File: config.mk
export PLATFORM = sky130hd
export DESIGN_NAME = mandel_tile_requester
export DESIGN_NICKNAME = d
export VERILOG_FILES = /design/src/rtl/mandel_tile_requester.sv
export SDC_FILE = /design/constraint.sdc
export NUM_CORES = 1
export LEC_CHECK = 0
export ABC_CLOCK_PERIOD_IN_PS = 5300
export BUFFER_PORTS_ARGS = -buffer_cell sky130_fd_sc_hd__buf_2
export CAP_MARGIN = 20
export CORE_MARGIN = 2
export CORE_UTILIZATION = 60
export DETAILED_ROUTE_END_ITERATION = 10
export PLACE_DENSITY = 0.85
export SYNTH_ARGS = -nofsm -noshare
export SYNTH_HDL_FRONTEND = slang
export SYNTH_SLANG_ARGS = --single-unit
export TNS_END_PERCENT = 1
File: constraint.sdc
create_clock -name CLK -period 5.3 [get_ports CLK]
set_input_delay 0.53 -clock CLK [delete_from_list [all_inputs] [get_ports CLK]]
set_output_delay 0.53 -clock CLK [all_outputs]
set_load 0.05 [all_outputs]
File: src/rtl/mandel_tile_requester.sv
// Host-side initiator for the Mandelbrot tile UART link: sends a 13-byte tile request,
// then turns the returned iteration-count bytes into an (x, y)-tagged pixel stream.
module mandel_tile_requester #(
  parameter int N               = 30,
  parameter int BLOCK_SIZE      = 64,
  parameter int TIMEOUT         = 1000000,
  parameter int CMD_SEND_BUFFER = 1
) (
  input  logic         CLK,
  input  logic         RST_N,
  input  logic         start,
  input  logic [N-1:0] c_real_in,
  input  logic [N-1:0] c_imag_in,
  input  logic [N-1:0] c_step_in,
  output logic         busy,
  output logic         done,
  output logic         timeout_err,
  output logic [7:0]   tx_data,
  output logic         tx_start,
  input  logic         tx_active,
  input  logic [7:0]   rx_data,
  input  logic         rx_ready,
  output logic         pix_valid,
  output logic [7:0]   pix_data,
  output logic [7:0]   pix_x,
  output logic [7:0]   pix_y
);
  localparam int PW = (BLOCK_SIZE > 1) ? $clog2(BLOCK_SIZE) : 1;
  localparam int TW = (TIMEOUT > 1) ? $clog2(TIMEOUT) : 1;
  localparam logic [3:0]    LAST_IDX = 4'd12;
  localparam logic [TW-1:0] TO_LAST  = TW'(TIMEOUT - 1);

  typedef enum logic [2:0] {IDLE, TX_BYTE, TX_WAIT_HI, TX_WAIT_LO, RX} state_t;

  state_t        r_state, w_state_next;
  logic [N-1:0]  r_c_real, r_c_imag, r_c_step;
  logic [3:0]    r_tx_idx;
  logic [TW-1:0] r_to_cnt;
  logic [PW-1:0] r_pos_x, r_pos_y;
  logic          r_tx_start, r_done, r_timeout_err, r_pix_valid;
  logic [7:0]    r_tx_data, r_pix_data, r_pix_x, r_pix_y;

  logic [31:0]   w_real, w_imag, w_step;
  logic [7:0]    w_tx_byte;
  logic          w_accept, w_send, w_progress, w_abort, w_adv_idx, w_rx_enter, w_pix, w_last;
  logic          w_to_hit, w_pos_last;

  assign w_real     = 32'(r_c_real);
  assign w_imag     = 32'(r_c_imag);
  assign w_step     = 32'(r_c_step);
  assign w_to_hit   = (r_to_cnt == TO_LAST);
  assign w_pos_last = (&r_pos_x) & (&r_pos_y);

  always_comb begin
    case (r_tx_idx)
      4'd0:    w_tx_byte = 8'(CMD_SEND_BUFFER);
      4'd1:    w_tx_byte = w_real[31:24];
      4'd2:    w_tx_byte = w_real[23:16];
      4'd3:    w_tx_byte = w_real[15:8];
      4'd4:    w_tx_byte = w_real[7:0];
      4'd5:    w_tx_byte = w_imag[31:24];
      4'd6:    w_tx_byte = w_imag[23:16];
      4'd7:    w_tx_byte = w_imag[15:8];
      4'd8:    w_tx_byte = w_imag[7:0];
      4'd9:    w_tx_byte = w_step[31:24];
      4'd10:   w_tx_byte = w_step[23:16];
      4'd11:   w_tx_byte = w_step[15:8];
      4'd12:   w_tx_byte = w_step[7:0];
      default: w_tx_byte = 8'h00;
    endcase
  end

  // Progress events win over a timeout expiring in the same cycle.
  always_comb begin
    w_state_next = r_state;
    w_accept     = 1'b0;
    w_send       = 1'b0;
    w_progress   = 1'b0;
    w_abort      = 1'b0;
    w_adv_idx    = 1'b0;
    w_rx_enter   = 1'b0;
    w_pix        = 1'b0;
    w_last       = 1'b0;
    case (r_state)
      IDLE: begin
        if (start) begin
          w_accept     = 1'b1;
          w_state_next = TX_BYTE;
        end
      end
      TX_BYTE: begin
        if (!tx_active) begin
          w_send       = 1'b1;
          w_state_next = TX_WAIT_HI;
        end else if (w_to_hit) begin
          w_abort = 1'b1;
        end
      end
      TX_WAIT_HI: begin
        if (tx_active) begin
          w_progress   = 1'b1;
          w_state_next = TX_WAIT_LO;
        end else if (w_to_hit) begin
          w_abort = 1'b1;
        end
      end
      TX_WAIT_LO: begin
        if (!tx_active) begin
          w_progress = 1'b1;
          if (r_tx_idx == LAST_IDX) begin
            w_rx_enter   = 1'b1;
            w_state_next = RX;
          end else begin
            w_adv_idx    = 1'b1;
            w_state_next = TX_BYTE;
          end
        end else if (w_to_hit) begin
          w_abort = 1'b1;
        end
      end
      RX: begin
        if (rx_ready) begin
          w_pix      = 1'b1;
          w_progress = 1'b1;
          if (w_pos_last) begin
            w_last       = 1'b1;
            w_state_next = IDLE;
          end
        end else if (w_to_hit) begin
          w_abort = 1'b1;
        end
      end
      default: w_state_next = IDLE;
    endcase
    if (w_abort) w_state_next = IDLE;
  end

  always_ff @(posedge CLK or negedge RST_N) begin
    if (!RST_N) r_state <= IDLE;
    else        r_state <= w_state_next;
  end

  always_ff @(posedge CLK or negedge RST_N) begin
    if (!RST_N) begin
      r_c_real      <= '0;
      r_c_imag      <= '0;
      r_c_step      <= '0;
      r_tx_idx      <= '0;
      r_to_cnt      <= '0;
      r_pos_x       <= '0;
      r_pos_y       <= '0;
      r_tx_start    <= 1'b0;
      r_done        <= 1'b0;
      r_timeout_err <= 1'b0;
      r_pix_valid   <= 1'b0;
      r_tx_data     <= '0;
      r_pix_data    <= '0;
      r_pix_x       <= '0;
      r_pix_y       <= '0;
    end else begin
      r_tx_start  <= w_send;
      r_pix_valid <= w_pix;
      r_done      <= w_last;
      if (w_accept) begin
        r_c_real      <= c_real_in;
        r_c_imag      <= c_imag_in;
        r_c_step      <= c_step_in;
        r_tx_idx      <= '0;
        r_timeout_err <= 1'b0;
      end else if (w_abort) begin
        r_timeout_err <= 1'b1;
      end
      if (w_send)    r_tx_data <= w_tx_byte;
      if (w_adv_idx) r_tx_idx  <= r_tx_idx + 1'b1;
      if (w_rx_enter) begin
        r_pos_x <= '0;
        r_pos_y <= '0;
        r_pix_x <= '0;
        r_pix_y <= '0;
      end
      // Raster order, x fastest; the power-of-two edge makes x wrap for free.
      if (w_pix) begin
        r_pix_data <= rx_data;
        r_pix_x    <= 8'(r_pos_x);
        r_pix_y    <= 8'(r_pos_y);
        r_pos_x    <= r_pos_x + 1'b1;
        if (&r_pos_x) r_pos_y <= r_pos_y + 1'b1;
      end
      if ((r_state == IDLE) || w_progress || w_abort) r_to_cnt <= '0;
      else                                             r_to_cnt <= r_to_cnt + 1'b1;
    end
  end

  // done is registered, so busy is stretched through the done cycle itself.
  assign busy        = (r_state != IDLE) | r_done;
  assign done        = r_done;
  assign timeout_err = r_timeout_err;
  assign tx_data     = r_tx_data;
  assign tx_start    = r_tx_start;
  assign pix_valid   = r_pix_valid;
  assign pix_data    = r_pix_data;
  assign pix_x       = r_pix_x;
  assign pix_y       = r_pix_y;
endmodule

# [Yosys cells after proc, flatten, opt, wreduce, memory -nomap -nowiden]
# Index checks and enable logic that the tools add are counted.
# W data, S select, Z words.
[totals] input_bits=103 register_bits=165 word_cells=102
[op_classes] n_mux=45 n_reduce_logical=12 eq_ne=23 bitwise=2 n_addsub=4
[ops] operator="$pmux W8 S13" count=1
[ops] operator="$mux W6" count=5
[ops] operator="$mux W3" count=8
[ops] operator="$mux W8" count=3
[ops] operator="$mux W1" count=22
[ops] operator="$add A20 B1 Y20 const B" count=1
[ops] operator="$eq A20 B20 Y1 const B" count=1
[ops] operator="$eq A4 B4 Y1 const B" count=5
[ops] operator="$mux W20" count=1
[ops] operator="$ne A3 B3 Y1 const B" count=6
[ops] operator="$reduce_and A6 Y1" count=3
[ops] operator="$eq A4 B3 Y1 const B" count=4
[ops] operator="$pmux W3 S5" count=1
[ops] operator="$add A6 B1 Y6 const B" count=2
[ops] operator="$eq A4 B2 Y1 const B" count=2
[ops] operator="$mux W4" count=2
[ops] operator="$eq A3 B2 Y1 const B" count=2
[ops] operator="$pmux W1 S3" count=2
[ops] operator="$reduce_bool A2 Y1" count=3
[ops] operator="$add A4 B1 Y4 const B" count=1
[ops] operator="$eq A4 B1 Y1 const B" count=1
[ops] operator="$logic_not A4 Y1" count=1
[ops] operator="$eq A3 B1 Y1 const B" count=1
[ops] operator="$eq A3 B3 Y1 const B" count=1
[ops] operator="other kinds (6)" count=7

# [Depth between registers and ports, before layout]
[depth] word_depth=7 depth_mapped=8 depth_no_buf=6

# [Worst setup path after synthesis]
# Ideal clock, no wire load.
[synth_timing] kind="input to register" start="input tx_active" end="register r_tx_data[4], in the netlist tx_data[4]" path_buffers=1 path_slack_ns=3.563 arrival_ns=1.603 cell_stages=6 path_cell_list="or4b_1 > buf_2 > clkinv_2 > o21ai_2 > a2111oi_2 > nor3_1"
[synth_via] elab_chain_cells=2
[synth_rtl] element="from (decl)" line="20" text="input logic tx_active,"
[synth_rtl] element="$mux W1" line="92" text="if (!tx_active) begin"
[synth_rtl] element="$mux W1" line="84" text="case (r_state)"
[synth_rtl] element="to (signal assigned)" line="173" text="if (w_send) r_tx_data <= w_tx_byte;"
[synth_rtl] element="to (decl)" line="41" text="logic [7:0] r_tx_data, r_pix_data, r_pix_x, r_pix_y;"
# Every way passes these cells.
# A chain may end at the register's enable or synchronous reset.

# [Worst setup path in the final report]
[layout_timing] start="register r_state[1]" end="register r_pos_y[2]"
[layout_via] elab_chain_cells=5 elab_cells_between_ends=7
[layout_rtl] element="from (decl)" line="35" text="state_t r_state, w_state_next;"
[layout_rtl] element="from (signal assigned)" line="140" text="else r_state <= w_state_next;"
[layout_rtl] element="$eq A3 B2 Y1" line="84"
[layout_rtl] element="$mux W1" line="84"
[layout_rtl] element="$mux W6" line="175" text="if (w_rx_enter) begin"
[layout_rtl] element="$mux W6" line="187" text="if (&r_pos_x) r_pos_y <= r_pos_y + 1'b1;"
[layout_rtl] element="$mux W6 (*)" line="182" text="if (w_pix) begin"
[layout_rtl] element="to (signal assigned)" line="187"
[layout_rtl] element="to (decl)" line="39" text="logic [PW-1:0] r_pos_x, r_pos_y;"
# Mark *: on every way between the ends. The rest lies on a longest branch, timed or not.

==> out/results.tsv <==
stage	metric	value	unit
run_status	status	completed	
timing	hold_ws	0.284	ns
min_path	hold_path_class	input pin to flop	
global_routing	grt_max_degree	111	
route	wl_per_cell	16.4	um
timing	finalCriticalPeriod	2.73	ns
clocking	clk_latency	0.43	ns
worst_setup_path	reg2reg_slack	2.57	ns
layout	finalNetCount	1030	
floorplan	core-area	0.0121	sq mm
timing	relSlewSlack	35.0	%
timing	hold_viol	0	
worst_setup_path	crit_path_end	r_pos_y[2]$_DFF_PN0_	
worst_setup_path	crit_path_max_fanout	27	
layout	area_delta_synth_final	18.0	%
clocking	cts_buffer_depth	2	
route	dr.pass1.iters	8	
worst_setup_path	worstPathRequired	5.62	ns
route	drtIter0Drc	739	
clocking	clockRootBuffer	clkbuf_16	
synthesis	avgSynthCellArea	9.19	sq um
clocking	cts_buffers	17	
layout	ff_latch_area	0.00403	sq mm
timing	finClkSkew	0.00438	ns
global_routing	grt_use_total	28.2	%
clocking	htree_levels	4	
route	drc_errors	0	
worst_setup_path	critPathLaunchType	flop	
route	via_count	6335	
worst_setup_path	cp.arrival	3.05	ns
timing	slew_violations	0	
layout	nFillCells	895	
layout	final_cell_mix	nand2_1 (320), dfrtp_1 (161), buf_2 (134)	
timing	min_period_over_period	51.6	%
timing	max_freq	366	MHz
clocking	cts_setup_buffers	0	
timing	setup-violations-final	0	
worst_setup_path	critPathKind	flop to flop	
route	vias_per_cell	5.75	
route	ant_nets	0	
floorplan	start_util	61.6	%
global_routing	grt_pass1_vias	5937	
synthesis	synthFlopType	dfrtp_1	
pwr	power_leakage	4.48	nW
placed_design	dp_hpwl	11400	um
global_routing	grt_pass1_wl	29200	um
clocking	cts_resized	0	
floorplan	rows	40	
floorplan	die_x	115	um
floorplan	ios	140	
floorplan	die_area	0.0133	sq mm
synthesis	syn-instance-count	809	
worst_setup_path	crit-reg2reg-capture	r_pos_y[2]$_DFF_PN0_	
global_routing	antenna_found_initial	0	
layout	final_common_cell	nand2_1	
placed_design	gp_congestion	0.880	
placed_design	port-buffer-count	135	
layout	multiInputGateArea	0.00307	sq mm
synthesis	synth_edf_count	0	
synthesis	synth_seq_cells	161	
layout	drive_gt1_share	21.4	%
synthesis	yosysSeqAreaShare	54.2	%
global_routing	grt_remaining_overflow	0	
timing	tns	0	ns
synthesis	synthArstFlopShare	100	%
timing	rsz0062_at_grt	false	
pwr	powerDensity	508	mW/mm^2
pwr	max-vdd-ir-drop	0.000288	V
timing	worstMarginPinSlew	0.975	ns
layout	instances_no_fill	1101	
clocking	cts_tree	done	
route	totalWireLength	18000	um
synthesis	syn-cell-area	0.00743	sq mm
clocking	hold_buffers	0	
worst_setup_path	r2r_cells	5	
layout	diodes	0	
clocking	cts_sinks	161	
worst_setup_path	crit_path_start	r_state[1]$_DFFE_PN0P_	
clocking	clk_pin_slew_worst_paths	0.06	ns
placed_design	placedCellCount	1065	
synthesis	synthDistinctLibCells	67	
synthesis	ys_warn_count	0	
job	drv_cap	0	
floorplan	die_h	115	um
worst_setup_path	r2r-start	r_state[1]$_DFFE_PN0P_	
worst_setup_path	crit_path_end_kind	flop	
[critical path: stages, from the launching register on]
cell       delay (ns)
dfrtp_1          0.50
nand4bb_1        0.76
inv_2            0.65
nand4_1          0.32
mux2i_1          0.19
a21o_1           0.18
[cell type report]
type	count	share of cell area, %
Multi-Input combinational cell	582	35.0
Clock buffer	19	5.16
Clock inverter	13	1.84
Timing Repair Buffer	145	9.06
Inverter	13	0.571
Tap cell	168	2.40
Sequential cell	161	45.9
[synthesized netlist by cell type (all sizes together) (7+ instances only)]
| cell type | instances | share of area, % |
|---|---|---|
| dfrtp | 161 | 54 |
| a22oi | 13 | 1.3 |
| buf | 33 | 2.7 |
| xnor2 | 7 | 0.82 |
| clkbuf | 22 | 1.1 |
| ha | 7 | 1.2 |
| a22o | 13 | 1.5 |
| and3 | 7 | 0.59 |
| nor2 | 21 | 1.1 |
| nand3 | 17 | 1.1 |
| nor3 | 22 | 1.5 |
| o21ai | 22 | 1.5 |
| nand4 | 9 | 0.96 |
| nand2 | 321 | 16 |
| a211oi | 10 | 1.1 |
| a21oi | 16 | 1.1 |
| xor2 | 10 | 1.2 |
| a222oi | 11 | 1.5 |
| inv | 12 | 0.61 |
[state kept, by name, indices dropped and copies added (netlist names)]
register / cells
pix_data: 8
timeout_err: 1
r_c_imag: 30
pix_valid: 1
r_c_real: 30
r_pos_y: 6
r_state: 3
r_to_cnt: 20
r_pos_x: 6
pix_x: 6
tx_data: 8
pix_y: 6
done: 1
r_c_step: 30
tx_start: 1
r_tx_idx: 4
[cells by family (layout without fill, tap and decap cells)]
kind of cell,count (synthesis),in the layout,synth area share [%]
adders and majority gates,7,7,1.18
other,1,4,0.0504
DFF,161,161,54.2
buffers and inverters,69,190,4.66
and+or+nand+nor,430,430,25.2
AOI/OAI and AO/OA,118,118,11.9
muxes,6,6,0.858
xor gates and xnor gates,17,17,2.00
[how the worst min path moves through the flow]
stage               slack [ns]  cells after the start                        to               startpoint
global route              0.28                      3  r_c_real[16]$_DFFE_PN0P_            c_real_in[16]
finish                    0.28                      3  r_c_real[21]$_DFFE_PN0P_            c_real_in[21]
detailed placement        0.46                      2   r_c_step[7]$_DFFE_PN0P_  r_c_step[7]$_DFFE_PN0P_
floorplan                 0.23                      0            done$_DFF_PN0_                    RST_N
global placement          0.45                      2   r_c_step[7]$_DFFE_PN0P_  r_c_step[7]$_DFFE_PN0P_
CTS                       0.28                      1     r_to_cnt[8]$_DFF_PN0_                    RST_N
[report_power, final]
part / internal (mW) / leakage [nW] / switching [mW]
sequential: 1.60 / 2.10 / 0.260
combinational: 0.458 / 2.09 / 0.882
clock: 0.764 / 0.291 / 0.495
total: 2.82 / 4.48 / 1.64
[routing by layer]
| layer | GRT usage, % | vias up | part of all wire, % |
|---|---|---|---|
| met2 | 42.3 | 282 | 47 |
| met5 | 0 | - | 0 |
| met1 | 40.6 | 3053 | 43 |
| met4 | 10.8 | 0 | 2.1 |
| li1 | - | 2960 | - |
| met3 | 6.17 | 40 | 7.8 |
[through the flow]
step / utilization [%] / cell area (sq um) / setup slack [ns] / power, mW
after floorplan: - / 7450 / 3.56 / 2.78
after global placement: 67.1 / 8090 / 2.70 / 3.10
after detailed placement: 67.1 / 8090 / 2.60 / 3.15
after CTS: 72.2 / 8700 / 2.59 / 4.43
after global routing: 72.7 / 8770 / 2.23 / 4.71
final: 72.7 / 8770 / 2.57 / 4.46
(Power assumes the default switching activity.)
